$ cat src/rtl/fetch_unit.sv
// Instruction fetch front-end: sequential SRAM reads with one-cycle latency,
// a small {addr, data} FIFO toward decode, and a redirect that flushes everything.
module fetch_unit #(
  parameter int unsigned            ADDR_WIDTH = 20,
  parameter int unsigned            DATA_WIDTH = 32,
  parameter logic [ADDR_WIDTH-1:0]  RESET_ADDR = '0,
  parameter int unsigned            DEPTH      = 2
) (
  input  logic                  clk,
  input  logic                  rstn,
  output logic                  mem_req_o,
  output logic [ADDR_WIDTH-1:0] mem_addr_o,
  input  logic [DATA_WIDTH-1:0] mem_rdata_i,
  input  logic                  redirect_i,
  input  logic [ADDR_WIDTH-1:0] redirect_addr_i,
  output logic                  instr_valid_o,
  input  logic                  instr_ready_i,
  output logic [DATA_WIDTH-1:0] instr_o,
  output logic [ADDR_WIDTH-1:0] instr_addr_o
);

  localparam int unsigned    PW        = $clog2(DEPTH);
  localparam int unsigned    CW        = $clog2(DEPTH + 1);
  localparam logic [CW:0]    DEPTH_OCC = (CW+1)'(DEPTH);
  localparam logic [PW-1:0]  LAST_PTR  = PW'(DEPTH - 1);

  logic [ADDR_WIDTH-1:0] pc_q;
  logic                  inflight_q;
  logic [ADDR_WIDTH-1:0] inflight_addr_q;
  logic [CW-1:0]         count_q;
  logic [PW-1:0]         rd_ptr_q;
  logic [PW-1:0]         wr_ptr_q;
  logic [ADDR_WIDTH-1:0] addr_mem [DEPTH];
  logic [DATA_WIDTH-1:0] data_mem [DEPTH];
  logic                  pop;
  logic                  push;
  logic [CW:0]           occ;

  function automatic logic [PW-1:0] ptr_inc(input logic [PW-1:0] p);
    return (p == LAST_PTR) ? '0 : p + PW'(1);
  endfunction

  assign instr_valid_o = (count_q != '0) & ~redirect_i;
  assign pop           = instr_valid_o & instr_ready_i;
  assign push          = inflight_q & ~redirect_i;
  // Credit: entries held plus the read in flight, minus what leaves this cycle.
  assign occ           = {1'b0, count_q} + (CW+1)'(inflight_q) - (CW+1)'(pop);
  assign mem_req_o     = rstn & ~redirect_i & (occ < DEPTH_OCC);
  assign mem_addr_o    = pc_q;
  assign instr_o       = data_mem[rd_ptr_q];
  assign instr_addr_o  = addr_mem[rd_ptr_q];

  always_ff @(posedge clk) begin
    if (!rstn) begin
      pc_q            <= RESET_ADDR;
      inflight_q      <= 1'b0;
      inflight_addr_q <= '0;
      count_q         <= '0;
      rd_ptr_q        <= '0;
      wr_ptr_q        <= '0;
    end else if (redirect_i) begin
      pc_q       <= redirect_addr_i;
      inflight_q <= 1'b0;
      count_q    <= '0;
      rd_ptr_q   <= '0;
      wr_ptr_q   <= '0;
    end else begin
      inflight_q <= mem_req_o;
      if (mem_req_o) begin
        pc_q            <= pc_q + ADDR_WIDTH'(1);
        inflight_addr_q <= pc_q;
      end
      if (push) wr_ptr_q <= ptr_inc(wr_ptr_q);
      if (pop)  rd_ptr_q <= ptr_inc(rd_ptr_q);
      case ({push, pop})
        2'b10:   count_q <= count_q + CW'(1);
        2'b01:   count_q <= count_q - CW'(1);
        default: count_q <= count_q;
      endcase
    end
  end

  // Storage is cleared on reset so an empty FIFO reads back zero.
  always_ff @(posedge clk) begin
    if (!rstn) begin
      for (int i = 0; i < int'(DEPTH); i++) begin
        addr_mem[i] <= '0;
        data_mem[i] <= '0;
      end
    end else if (push) begin
      addr_mem[wr_ptr_q] <= inflight_addr_q;
      data_mem[wr_ptr_q] <= mem_rdata_i;
    end
  end

endmodule

$ cat config.mk
export PLATFORM = sky130hd
export DESIGN_NAME = fetch_unit
export DESIGN_NICKNAME = d
export VERILOG_FILES = /design/src/rtl/fetch_unit.sv
export SDC_FILE = /design/constraint.sdc
export NUM_CORES = 1
export LEC_CHECK = 0
export CAP_MARGIN = 20
export CORE_UTILIZATION = 58
export CTS_BUF_LIST = sky130_fd_sc_hd__clkbuf_8
export CTS_CLUSTER_DIAMETER = 120
export DETAILED_ROUTE_END_ITERATION = 10
export PLACE_DENSITY = 0.88
export SLEW_MARGIN = 25
export SYNTH_ARGS = -nofsm -noshare
export SYNTH_HDL_FRONTEND = slang
export SYNTH_SLANG_ARGS = --single-unit
$ cat constraint.sdc
create_clock -name clk -period 10.1 [get_ports clk]
set_clock_uncertainty 0.1 [all_clocks]
set_input_delay 2.02 -clock clk [delete_from_list [all_inputs] [get_ports clk]]
set_output_delay 2.02 -clock clk [all_outputs]
set_load 0.02 [all_outputs]
==> out/results.tsv <==
metric	value	unit
initial antenna violation count	0	
Max FO, Critical Path	40	
WL/cell	18.8	um
final std cell area, no fill	8540	um2
Starting Density	60.7	%
Top cell by count, worst path	clkdlybuf4s50_1	
Max-Cap Viols	0	
die area	12000	um2
1st-pass router iterations	5	
Worst setup SP type	input port	
Multi-input gate area	2520	um2
Die X	110	um
pwr/cell area	160	nW/um2
crit-path max cell delay	1140	ps
Hold Path Origin	inflight_addr_q[19]$_SDFFE_PN0P_	
timing-limited maximum frequency	123	MHz
via count	4809	
worst rel slew slack	32.5	%
CTS tree	done	
first-pass GRT wire length	24300	um
GRT Residual Overflow	0	
Post-DP Area	8090	um2
# hold bufs at CTS	0	
status	completed	
pin count of the biggest net entering global routing	53	
Max clock buf depth	2	
maximum VDD drop	0.114	mV
post-CTS setup buffers	0	
#FFs+latches synth	150	
EDFF count, synth	104	
Top FF cell, synth	edfxtp_1	
vias in the first global route	4796	
Async SR Flop Fraction	0	%
layout cells sized above 1	13.6	%
post-synthesis net count	623	
port bufs	129	
FF+latch area	4050	um2
RSZ-0062 raised after global routing	false	
Worst path slowest cell	clkdlybuf4s50_1	
Synth Area per Inst	11.9	um2
row count	38	
Synth Instances	563	
Ys Warns	0	
Final Wtd Congestion	0.930	
total global-route track usage	27.2	%
Critical Path Sink	mem_req_o	
RR Endpoint	mem_addr_o[2]$_SDFFE_PN0P_	
Reg-to-Reg Start	count_q[1]$_SDFFE_PP0P_	
clk_lat worst skew	440	ps
FILL cells	666	
CTS Sinks	150	
Worst EP arrival	5990	ps
biggest area consumer among synthesized cells	edfxtp_1	
Num CTS Buffers	17	
Final Net Count	738	
Worst-path clk slew	70	ps
DRC	0	
min cycle time layout	8110	ps
Hold Vio Cnt, Final	0	
Tcrit/Tclk final	80.3	%
core area	11100	um2
Synth area leaders	edfxtp_1 (46%), dfxtp_1 (14%), and2_1 (10%)	
Distinct cells, synth	48	
Worst Setup End Kind	output port	
Via density	5.79	
post-route ant nets	0	
Final Slew Violations	0	
worst path required time	7980	ps
CTS H-Tree Depth	4	
DP HPWL	9110	um
initial drt markers	280	
HP Class	register to register	
I/O pin total	130	
FF-to-FF setup slack	6570	ps
CTS root buffer	clkbuf_8	
Die Y	110	um
sequential area share after synthesis	60.2	%
crit path launch	redirect_i	
worst-case reg-to-reg path depth	11	
Antenna Cells	0	
setup tns final	0	ps
share of the synthesized area in the top cell type	46.5	%
Final setup violation count	0	
Crit Path Category	input port to output port	
total wire length	15600	um
Syn Std Cell Area	6720	um2
crit path cell chain	clkdlybuf4s50_1 -> o21ba_2 -> and2_1 -> ha_1 -> nand2b_1 -> fa_1 -> nand3b_4 -> nand2b_4 -> clkinv_1 -> clkdlybuf4s50_1	
static leakage	3.13	nW
P&R area growth vs syn	27.1	%
cts repair resizes	0	
Tightest Pin Transition	1010	ps
==> routing by layer <==
layer	wire [um]	vias to the layer above	GRT usage, %
met5	0	-	0
met4	240	0	8.67
met3	1430	21	8.36
met2	7580	238	46.0
met1	6360	2315	33.3
li1	-	2235	-
==> cell type report <==
cell class	count	share of cell area, %
Sequential cell	150	47.4
Clock buffer	19	3.06
Tap cell	140	2.05
Multi-Input combinational cell	367	29.5
Inverter	9	0.396
Clock inverter	13	2.23
Timing Repair Buffer	133	15.4
==> flip-flops by register name (all words and copies together), names as in the netlist, named ones only <==
register         flops
inflight_addr_q     20
data_mem            64
rd_ptr_q             1
wr_ptr_q             1
inflight_q           1
addr_mem            40
mem_addr_o          20
count_q              2
==> cells in the mapped netlist, types with 3 or more instances <==
cell type	count
xor2_1	5
and2_1	108
mux2i_1	3
a311oi_1	3
a211oi_1	3
clkbuf_1	26
and3_1	8
nand2b_1	4
mux2_2	52
nor3_1	3
o211ai_1	5
dfxtp_1	46
o31a_1	3
o21ai_0	10
nor4_1	3
nand4_1	7
or4_1	3
nor2_1	7
and4_1	3
inv_1	7
a21oi_1	29
edfxtp_1	104
nand2_1	60
ha_1	3
or3_1	3
a31oi_1	7
nand3_1	15
a32oi_1	3
buf_2	7
==> through the flow <==
stage | total power [mW] | utilization, % | cells | hold slack, ps | setup slack [ps]
2_1_floorplan | 0.784 | - | 563 | 340 | 3440
3_3_place_gp | 0.852 | 73.0 | 799 | 346 | 2140
3_5_place_dp | 0.856 | 73.1 | 799 | 353 | 2010
4_1_cts | 1.37 | 77.1 | 831 | 362 | 1980
5_1_grt | 1.41 | 77.1 | 831 | 388 | 1780
6_report | 1.37 | 77.1 | 831 | 362 | 1990
==> cell usage in the layout, fill, tap and decap left out, types with 6 or more instances in the layout <==
cell type,n
a21oi_1,29
edfxtp_1,104
and2_1,108
dfxtp_1,45
mux2_2,52
inv_1,12
nand2_1,60
clkdlybuf4s50_1,128
clkbuf_8,19
nand3_1,15
nand4_1,7
and3_1,8
a31oi_1,6
o21ai_0,8
==> cell families (layout without fill, tap and decap cells) <==
family          after synthesis  in the layout  share of synthesized area, %
simple gates                228            228                          18.9
fa+ha+maj                     4              4                         0.857
compound gates               72             72                          6.72
buf+inv                      46            174                          2.98
mux                          55             55                          9.16
xor+xnor                      8              8                          1.15
flops                       150            150                          60.2
==> report_power, final <==
part,internal [mW],switching [mW]
registers,0.683,0.0188
clock network,0.303,0.217
logic,0.0686,0.0748
==> worst min-delay path by stage <==
stage,slack (ps),depth (start not counted),end
6_report,360,2,inflight_addr_q[19]$_SDFFE_PN0P_
3_3_place_gp,350,2,inflight_addr_q[10]$_SDFFE_PN0P_
3_5_place_dp,350,2,inflight_addr_q[19]$_SDFFE_PN0P_
2_1_floorplan,340,2,inflight_addr_q[0]$_SDFFE_PN0P_
5_1_grt,390,2,inflight_addr_q[4]$_SDFFE_PN0P_
4_1_cts,360,2,inflight_addr_q[19]$_SDFFE_PN0P_
==> critical path: cells and delay by family <==
family          cells  cell delay, ps
fa+ha+maj           2             890
compound gates      1             270
buf+inv             3            1880
simple gates        4             910
(Power assumes the default switching activity.)
